## config.mk

```make
export PLATFORM = sky130hd
export DESIGN_NAME = adc_frame_collector
export DESIGN_NICKNAME = d
export VERILOG_FILES = /design/src/rtl/adc_frame_collector.sv
export SDC_FILE = /design/constraint.sdc
export NUM_CORES = 1
export LEC_CHECK = 0
export ABC_AREA = 1
export CAP_MARGIN = 15
export CORE_UTILIZATION = 56
export CTS_BUF_LIST = sky130_fd_sc_hd__clkbuf_8
export CTS_CLUSTER_SIZE = 8
export DETAILED_ROUTE_END_ITERATION = 10
export GPL_TIMING_DRIVEN = 0
export PLACE_DENSITY = 0.92
export SLEW_MARGIN = 30
export SYNTH_ARGS = -nofsm -noshare
export SYNTH_HDL_FRONTEND = slang
export SYNTH_SLANG_ARGS = --single-unit
```

## constraint.sdc

```tcl
create_clock -name clk -period 2.1 [get_ports clk]
set_input_delay 0.63 -clock clk [delete_from_list [all_inputs] [get_ports clk]]
set_output_delay 0.63 -clock clk [all_outputs]
set_load 0.1 [all_outputs]
```

## src/rtl/adc_frame_collector.sv

```systemverilog
`default_nettype none
// +----------------------------------------------------------------------------+
// | Module      : adc_frame_collector                                          |
// | Description : Issues periodic SYNC requests to the ADC wrapper, gathers    |
// |               the returned per-channel samples into one N_CH-wide frame,   |
// |               checks channel order and collection time, and hands frames   |
// |               downstream on a valid/ready interface.                       |
// |               Optional feature macro: ADC_FRAME_AVG_EN (averages           |
// |               2**AVG_LOG2 complete frames before presenting one).          |
// | Revision    : 1.0 - initial release                                        |
// +----------------------------------------------------------------------------+
module adc_frame_collector #(
    parameter int DW       = 16,
    parameter int N_CH     = 6,
    parameter int CH_W     = 3,
    parameter int PERIOD_W = 16,
    parameter int TIMEOUT  = 1024,
    parameter int AVG_LOG2 = 2
) (
    input  logic                 clk,
    input  logic                 rst_l,
    input  logic                 enable_i,
    input  logic [PERIOD_W-1:0]  period_i,
    input  logic                 op_mode_i,
    output logic                 sync_o,
    input  logic [DW-1:0]        smp_data_i,
    input  logic [CH_W-1:0]      smp_ch_i,
    input  logic                 smp_rd_en_i,
    output logic [N_CH*DW-1:0]   frm_data_o,
    output logic [15:0]          frm_seq_o,
    output logic                 frm_valid_o,
    input  logic                 frm_ready_i,
    output logic                 err_order_o,
    output logic                 err_tmo_o,
    output logic                 overrun_o
);

    localparam int c_FW    = N_CH * DW;
    localparam int c_TMO_W = $clog2(TIMEOUT + 1);

    localparam logic [1:0] c_IDLE      = 2'd0;
    localparam logic [1:0] c_WAIT_TICK = 2'd1;
    localparam logic [1:0] c_COLLECT   = 2'd2;

    // Control state
    logic [1:0]          state_q,   state_d;
    logic [PERIOD_W-1:0] per_cnt_q, per_cnt_d;
    logic [c_TMO_W-1:0]  tmo_cnt_q, tmo_cnt_d;
    logic [CH_W-1:0]     exp_ch_q,  exp_ch_d;

    // Registered pulse outputs
    logic sync_q,      sync_d;
    logic err_order_q, err_order_d;
    logic err_tmo_q,   err_tmo_d;
    logic overrun_q,   overrun_d;

    // Output frame register
    logic [c_FW-1:0] frm_data_q;
    logic [15:0]     frm_seq_q;
    logic [15:0]     seq_cnt_q;
    logic            frm_valid_q;

    // Combinational helpers
    logic                w_run;
    logic [PERIOD_W-1:0] w_per_last;
    logic                w_tick;
    logic                w_in_collect;
    logic                w_smp_hit;
    logic                w_smp_bad;
    logic                w_last_ch;
    logic                w_complete;
    logic                w_order_err;
    logic                w_timeout;
    logic                w_tick_ovr;
    logic [c_FW-1:0]     w_frame;
    logic                w_emit;
    logic [c_FW-1:0]     w_emit_data;
    logic                w_accept;
    logic                w_load;
    logic                w_drop;

    assign w_run        = enable_i & op_mode_i;
    // Periods below 2 behave as 2 so a tick never lands on back-to-back cycles
    assign w_per_last   = (period_i < PERIOD_W'(2)) ? PERIOD_W'(1) : (period_i - PERIOD_W'(1));
    assign w_tick       = (state_q != c_IDLE) && (per_cnt_q == w_per_last);
    assign w_in_collect = (state_q == c_COLLECT);

    assign w_smp_hit    = w_run && w_in_collect && smp_rd_en_i && (smp_ch_i == exp_ch_q);
    assign w_smp_bad    = w_run && w_in_collect && smp_rd_en_i && (smp_ch_i != exp_ch_q);
    assign w_last_ch    = (exp_ch_q == CH_W'(N_CH - 1));
    assign w_complete   = w_smp_hit && w_last_ch;
    assign w_order_err  = w_smp_bad;
    // A sample arriving on the final allowed cycle still counts; only an
    // unfinished, error-free collection times out
    assign w_timeout    = w_run && w_in_collect && (tmo_cnt_q == c_TMO_W'(TIMEOUT - 1))
                          && !w_complete && !w_order_err;
    // A tick that coincides with completion is absorbed silently
    assign w_tick_ovr   = w_run && w_in_collect && w_tick && !w_complete;

    // Frame buffer: channels below the last are held in registers, the last
    // channel is taken straight from the sample bus on the completing cycle
    for (genvar k = 0; k < N_CH; k++) begin : g_ch
        if (k < N_CH - 1) begin : g_store
            logic [DW-1:0] smp_q;

            // Capture the sample for this channel when it arrives in order
            always_ff @(posedge clk or negedge rst_l) begin
                if (!rst_l) begin
                    smp_q <= '0;
                end else if (w_smp_hit && (exp_ch_q == CH_W'(k))) begin
                    smp_q <= smp_data_i;
                end
            end

            assign w_frame[k*DW +: DW] = smp_q;
        end else begin : g_last
            assign w_frame[k*DW +: DW] = smp_data_i;
        end
    end

`ifdef ADC_FRAME_AVG_EN
    localparam int c_AW = DW + AVG_LOG2;
    localparam int c_CW = AVG_LOG2 + 1;

    logic [c_CW-1:0] avg_cnt_q, avg_cnt_d;
    logic            w_abort;
    logic            w_avg_last;

    // Any discarded collection or leaving acquisition restarts the average
    assign w_abort    = !w_run || w_order_err || w_timeout;
    assign w_avg_last = (avg_cnt_q == c_CW'((1 << AVG_LOG2) - 1));
    assign w_emit     = w_complete && w_avg_last;

    // Count complete frames folded into the running sums
    always_comb begin
        avg_cnt_d = avg_cnt_q;
        if (w_abort) begin
            avg_cnt_d = '0;
        end else if (w_complete) begin
            avg_cnt_d = w_avg_last ? '0 : (avg_cnt_q + c_CW'(1));
        end
    end

    // Frame-count register
    always_ff @(posedge clk or negedge rst_l) begin
        if (!rst_l) begin
            avg_cnt_q <= '0;
        end else begin
            avg_cnt_q <= avg_cnt_d;
        end
    end

    for (genvar k = 0; k < N_CH; k++) begin : g_acc
        logic [c_AW-1:0] acc_q, acc_d, w_sum;

        assign w_sum = acc_q + c_AW'(w_frame[k*DW +: DW]);

        // Accumulate each complete frame, clear after the averaged frame leaves
        always_comb begin
            acc_d = acc_q;
            if (w_abort) begin
                acc_d = '0;
            end else if (w_complete) begin
                acc_d = w_avg_last ? '0 : w_sum;
            end
        end

        // Per-channel accumulator register
        always_ff @(posedge clk or negedge rst_l) begin
            if (!rst_l) begin
                acc_q <= '0;
            end else begin
                acc_q <= acc_d;
            end
        end

        // Unsigned truncating divide by 2**AVG_LOG2
        assign w_emit_data[k*DW +: DW] = w_sum[AVG_LOG2 +: DW];
    end
`else
    logic w_unused_avg;

    assign w_emit       = w_complete;
    assign w_emit_data  = w_frame;
    assign w_unused_avg = (AVG_LOG2 > 0);
`endif

    assign w_accept = frm_valid_q & frm_ready_i;
    assign w_load   = w_emit && (!frm_valid_q || frm_ready_i);
    assign w_drop   = w_emit && !w_load;

    assign sync_d      = w_run && (state_q == c_WAIT_TICK) && w_tick;
    assign err_order_d = w_order_err;
    assign err_tmo_d   = w_timeout;
    assign overrun_d   = w_tick_ovr | w_drop;

    // Next-state logic for acquisition control
    always_comb begin
        state_d   = state_q;
        exp_ch_d  = exp_ch_q;
        tmo_cnt_d = tmo_cnt_q;
        if (!w_run) begin
            state_d = c_IDLE;
        end else begin
            case (state_q)
                c_IDLE: begin
                    state_d = c_WAIT_TICK;
                end
                c_WAIT_TICK: begin
                    if (w_tick) begin
                        state_d   = c_COLLECT;
                        exp_ch_d  = '0;
                        tmo_cnt_d = '0;
                    end
                end
                c_COLLECT: begin
                    tmo_cnt_d = tmo_cnt_q + c_TMO_W'(1);
                    if (w_smp_hit) begin
                        exp_ch_d = exp_ch_q + CH_W'(1);
                    end
                    if (w_complete || w_order_err || w_timeout) begin
                        state_d = c_WAIT_TICK;
                    end
                end
                default: begin
                    state_d = c_IDLE;
                end
            endcase
        end
    end

    // Period counter free-runs outside IDLE and restarts after each tick
    always_comb begin
        per_cnt_d = per_cnt_q + PERIOD_W'(1);
        if (!w_run || (state_q == c_IDLE) || w_tick) begin
            per_cnt_d = '0;
        end
    end

    // Control and pulse registers
    always_ff @(posedge clk or negedge rst_l) begin
        if (!rst_l) begin
            state_q     <= c_IDLE;
            per_cnt_q   <= '0;
            tmo_cnt_q   <= '0;
            exp_ch_q    <= '0;
            sync_q      <= 1'b0;
            err_order_q <= 1'b0;
            err_tmo_q   <= 1'b0;
            overrun_q   <= 1'b0;
        end else begin
            state_q     <= state_d;
            per_cnt_q   <= per_cnt_d;
            tmo_cnt_q   <= tmo_cnt_d;
            exp_ch_q    <= exp_ch_d;
            sync_q      <= sync_d;
            err_order_q <= err_order_d;
            err_tmo_q   <= err_tmo_d;
            overrun_q   <= overrun_d;
        end
    end

    // Output frame register: holds data and sequence steady while valid
    always_ff @(posedge clk or negedge rst_l) begin
        if (!rst_l) begin
            frm_data_q  <= '0;
            frm_seq_q   <= '0;
            seq_cnt_q   <= '0;
            frm_valid_q <= 1'b0;
        end else if (w_load) begin
            frm_data_q  <= w_emit_data;
            frm_seq_q   <= seq_cnt_q;
            seq_cnt_q   <= seq_cnt_q + 16'd1;
            frm_valid_q <= 1'b1;
        end else if (w_accept) begin
            frm_valid_q <= 1'b0;
        end
    end

    assign sync_o      = sync_q;
    assign err_order_o = err_order_q;
    assign err_tmo_o   = err_tmo_q;
    assign overrun_o   = overrun_q;
    assign frm_data_o  = frm_data_q;
    assign frm_seq_o   = frm_seq_q;
    assign frm_valid_o = frm_valid_q;

endmodule
`default_nettype wire

```

# == After elaboration in Yosys (flattened, before gate mapping) ==
# Index checks and enable logic that the tools add are counted.
# word_totals
reg_bits,245
inputBits,41
output_inout_bits,117
word_cells,92
# classes
n_addsub,5
order_cmp,1
n_eq_ne,15
mux,13
bitwise,3
reduce_logical,38
# ops
cell,count
"adder 16 x 1 -> 16 bit, second input constant",2
2-to-1 mux 16 bit,2
one-hot mux 11 bit (2 select lines),1
logical AND 1 bit,20
equality test 16 bit,1
"less-than comparator 16 x 2 -> 1 bit, second input constant",1
"subtractor 16 x 1 -> 16 bit, second input constant",1
"adder 11 x 1 -> 11 bit, second input constant",1
"equality test 11 x 10 -> 1 bit, second input constant",1
2-to-1 mux 11 bit,1
"equality test 3 x 2 -> 1 bit, second input constant",2
"equality test 3 bit, second input constant",2
2-to-1 mux 2 bit,3
2-to-1 mux 3 bit,2
one-hot mux 2 bit (3 select lines),1
one-hot mux 3 bit (2 select lines),1
nonzero test 2 bit,3
zero test 1 bit,5
logical OR 1 bit,5
AND reduction 4 bit,1
"adder 3 x 1 -> 3 bit, second input constant",1
"equality test 3 x 1 -> 1 bit, second input constant",1
equality test 3 bit,1
zero test 3 bit,1
13 further kinds,15

# == Longest topological paths before layout ==
# logic_depth
word_depth,12
depth_mapped,17
ltp_nobuf,16

# == Least setup slack after synthesis ==
# OpenSTA, ideal clock, no wires.
# synth_timing
path_type,input-to-reg
from,in period_i[0]
to,reg tmo_cnt_q[4]
setup_ps,113
t_arrival_ps,2168
required_time_ps,1987
path_slack_ps,-181
path_stages,14
n_path_buf,1
path_cell_list,inv_1 > ha_1 > nand2_1 > o21bai_1 > nand3_1 > nand2_1 > clkinv_1 > nor2_1 > nand3_1 > nor2_2 > nand3_2 > buf_6 > nand3_1 > inv_2
# synth_between
elab_chain_len,6
elab_cells_between_ends,7
cone_classes,add/sub (1); order compare (1); eq/ne (2); mux (1); reduce/logical (2)
# synth_rtl
item,line_no,rtl
from (decl),23,"input logic [PERIOD_W-1:0] period_i,"
subtractor 16 x 1 -> 16 bit / less-than comparator 16 x 2 -> 1 bit (equally long branches),84,assign w_per_last = (period_i < PERIOD_W'(2)) ? PERIOD_W'(1) : (period_i - PERIOD_W'(1));
2-to-1 mux 16 bit (*),84,
equality test 16 bit (*),85,assign w_tick = (state_q != c_IDLE) && (per_cnt_q == w_per_last);
logical AND 1 bit (*),85,
inequality test 2 bit (no source line) (*),--,
AND reduction 3 bit (no source line) (*),--,
to (signal assigned),254,tmo_cnt_q <= tmo_cnt_d;
to (decl),48,"logic [c_TMO_W-1:0] tmo_cnt_q, tmo_cnt_d;"
# Mark *: on every way between the ends. The rest lies on a longest branch, timed or not.
# A chain may end at the register's enable or synchronous reset.

# == Worst setup path in the final report ==
# layout_timing
from,in period_i[0]
to,reg tmo_cnt_q[3]
# Same word-level chain as after synthesis.

==> results.cfg <==
[outcome]
status = complete, but fails checks
violations = negative setup slack

[power_and_ir_drop]
intPower_mw = 6.84
power.switching_fraction_pct = 24.0
total_power_mw = 9.00
p_per_area_mw_per_mm2 = 651
p_switching_mw = 2.16
pwr-share-seq_pct = 52.5
pwr-share-comb_pct = 4.9
irDropWorstVdd_v = 0.000413
cellLeakagePower_nw = 7.31
pwr-share-clk_pct = 42.6

[global_routing]
antenna_found_initial = 3
grt_pass1_wl_um = 49500
grt_usage_pct = 32.7
grt-ovfl-total = 0
grt_max_degree = 93
grt_pass1_vias = 9844

[setup_path]
critPathMaxFanout = 6
start_kind = primary input
critical_path_class = primary input to flop
reg2reg_from = exp_ch_q[2]
critPathRequiredTime_ns = 2.54
end_kind = flop
reg2reg_to = g_ch[3].g_store.smp_q[3]
ff2ff_path_depth = 9
critPathArrivalTime_ns = 2.68
regToRegSetupSlack_ns = -0.04

[detailed_routing]
wl_per_cell_um = 19.8
ant_nets = 0
drc = 0
drt_iter0_drc = 1312
drt_wl_total_um = 34500
first_pass_iters = 6
dr_total_vias = 10377
vias_per_cell = 5.95

[timing]
setup_tns_ns = -2.91
slew_headroom_pct = 54.8
finalSetupViolCount = 41
rsz0062_at_grt = true
worst_slack_ns = -0.141
fin_crit_ns = 2.24
hold_viol_final = 0
fin_crit_sh_pct = 107
whs_ns = 0.0688
fmax_mhz = 446
drv_slew = 0
tightestPinTransition_ns = 0.678
fin_skew_ns = 0.0227

[clocking]
clockBufferDepth = 3
cts_tree = done
ctsHoldBuffers = 0
clock-root-buffer = clkbuf_8
h-tree-depth = 2
cts_sinks = 245
numCtsBuffers = 40
clkSlewWorstSetupHoldPaths_ns = 0.06
clock_latency_ns = 0.56

[floorplan]
dieArea_mm2 = 0.0194
core_area_mm2 = 0.0182
die_y_um = 139
rows = 49
start_util_pct = 58.0
fp.dieW_um = 139
io-pin-count = 158

[logic_synthesis]
ys_warn_count = 0
ys_seq_area_share_pct = 58.1
synth_cell_types = 33
synth_top_area_share_pct = 58.1
synth_cells = 1239
synth.avg_cell_area_um2 = 8.52
yosysTopAreaCell = dfrtp_1
synth_area_mm2 = 0.0106
ys_top_cells_by_area = dfrtp_1, nand2_1, o21ai_0
ys_ff_latch = 245
syn_nets = 1289

[finish]
area_growth_pct = 31.0
drive_gt1_share_pct = 24.5
nets = 1542
fillers = 1118

[placed_design]
port_buffers = 157
pre_cts_slack_ns = -1.05
gp_congestion = 0.877
post-dp-hpwl_um = 20000

[worst_hold_path]
hp-class = primary input to asynchronous set/reset pin

[job]
cap_violations = 0
-- cell usage after synthesis --
library cell / count
clkinv_1: 1
nor4_1: 1
ha_1: 9
nand2_2: 2
o21a_1: 1
nor2_4: 2
nor2_1: 64
nand3b_1: 3
o21bai_1: 4
a21oi_1: 1
xnor2_1: 5
nor3_4: 1
or2_2: 4
nand3b_2: 1
buf_4: 3
and2_1: 2
o21ai_1: 1
nor2_2: 10
inv_2: 10
nand2_1: 488
inv_1: 92
o21ai_0: 123
dfrtp_1: 245
a31o_2: 2
xor2_1: 20
o31ai_1: 1
nor3_1: 9
buf_2: 3
nand3_2: 3
clkbuf_1: 36
buf_6: 3
nand4_1: 22
nand3_1: 67
-- power groups by stage --
stage	clock network (mW)	logic, mW	registers [mW]
2_1_floorplan	0	0.127	4.81
3_3_place_gp	0	0.356	4.82
3_5_place_dp	0	0.379	4.81
4_1_cts	3.81	0.388	4.73
5_1_grt	4.06	0.472	4.72
6_report	3.83	0.437	4.73
-- per-stage QoR --
step,utilization (%),std cells,cell area [µm²]
after floorplan,-,1239,10700
after global placement,68.9,1625,12600
after detailed placement,69.2,1627,12600
after CTS,74.6,1718,13600
after global routing,75.9,1743,13800
final,75.9,1744,13800
-- cells by family (layout without fill, tap and decap cells) --
kind of cell | after synthesis | count (layout) | share of synthesized area (%)
flip-flops | 245 | 245 | 58.1
AND/OR/NAND/NOR | 679 | 679 | 26.6
buffers and inverters | 148 | 420 | 5.62
adder cells (fa/ha/maj) | 9 | 9 | 1.07
XOR/XNOR | 25 | 25 | 2.07
other | 0 | 4 | 0
AO/OA/AOI/OAI | 133 | 133 | 6.52
-- cells in the final DEF (no fill, tap or decap), drive strengths merged, types with 10 or more instances in the layout --
| cell type | synthesis | routed |
|---|---|---|
| xor2 | 20 | 20 |
| clkbuf | 36 | 70 |
| inv | 102 | 114 |
| clkdlybuf4s15 | 0 | 13 |
| nand2 | 490 | 490 |
| o21ai | 124 | 124 |
| nor2 | 76 | 76 |
| dfrtp | 245 | 245 |
| buf | 9 | 164 |
| nand4 | 22 | 22 |
| clkdlybuf4s18 | 0 | 32 |
| nand3 | 70 | 70 |
| clkdlybuf4s50 | 0 | 18 |
| nor3 | 10 | 10 |
-- critical path, cell delays in order --
cell     delay, ns
buf_4         0.13
inv_4         0.08
ha_4          0.17
nand2_4       0.07
nor2_4        0.20
nand2_1       0.08
nand2_1       0.09
nand3_1       0.08
nand2_2       0.11
nand2_1       0.06
nor2_1        0.15
nand2_1       0.13
nor2_4        0.19
nand3_4       0.11
buf_12        0.16
buf_8         0.13
nand3_4       0.06
inv_2         0.04
-- sequential cells by signal, summed over array words and instances, names as in the netlist, 2 cells and up --
name / flops
frm_seq_o: 16
tmo_cnt_q: 11
exp_ch_q: 3
g_ch.g_store.smp_q: 80
state_q: 2
per_cnt_q: 16
frm_data_o: 96
seq_cnt_q: 16
-- worst max path at each step --
stage	start	to	slack, ns	cells after the start
4_1_cts	enable_i	g_ch[1].g_store.smp_q[3]	-0.03	8
3_3_place_gp	rst_l	frm_valid_o	-10.33	1
3_5_place_dp	enable_i	frm_data_o[50]	-1.05	11
6_report	period_i[0]	tmo_cnt_q[3]	-0.14	18
5_1_grt	period_i[1]	tmo_cnt_q[5]	-0.32	18
2_1_floorplan	period_i[2]	tmo_cnt_q[9]	-0.05	16
-- cell type report --
class	instances	area, µm²	share of cell area (%)
diodes	4	10.0	0.0724
plain buffers	45	355	2.57
clock buffers	46	633	4.58
clock inverters	15	66.3	0.480
inverters	103	400	2.90
multi-input cells	846	4140	30.0
flip-flops and latches	245	6140	44.4
well taps	229	287	2.07
repair buffers	211	1790	13.0
-- metal layers --
metal  routed length (µm)  GRT usage [%]  vias to the layer above
met3                 3490           5.13                      261
met5                    0              0                        -
li1                     -              -                     4424
met1                12300           41.1                     4889
met2                16200           54.0                      803
met4                 2480           18.9                        0
-- what timing repair did --
item / 4_1_cts / 5_1_grt
endpoints found under the setup margin: 325 / 286
setup buffers: 29 / 18
cloned: 1 / 4
gates resized for setup: 570 / 211
pin swaps: 24 / 36
Power figures use the tool's default switching activity.
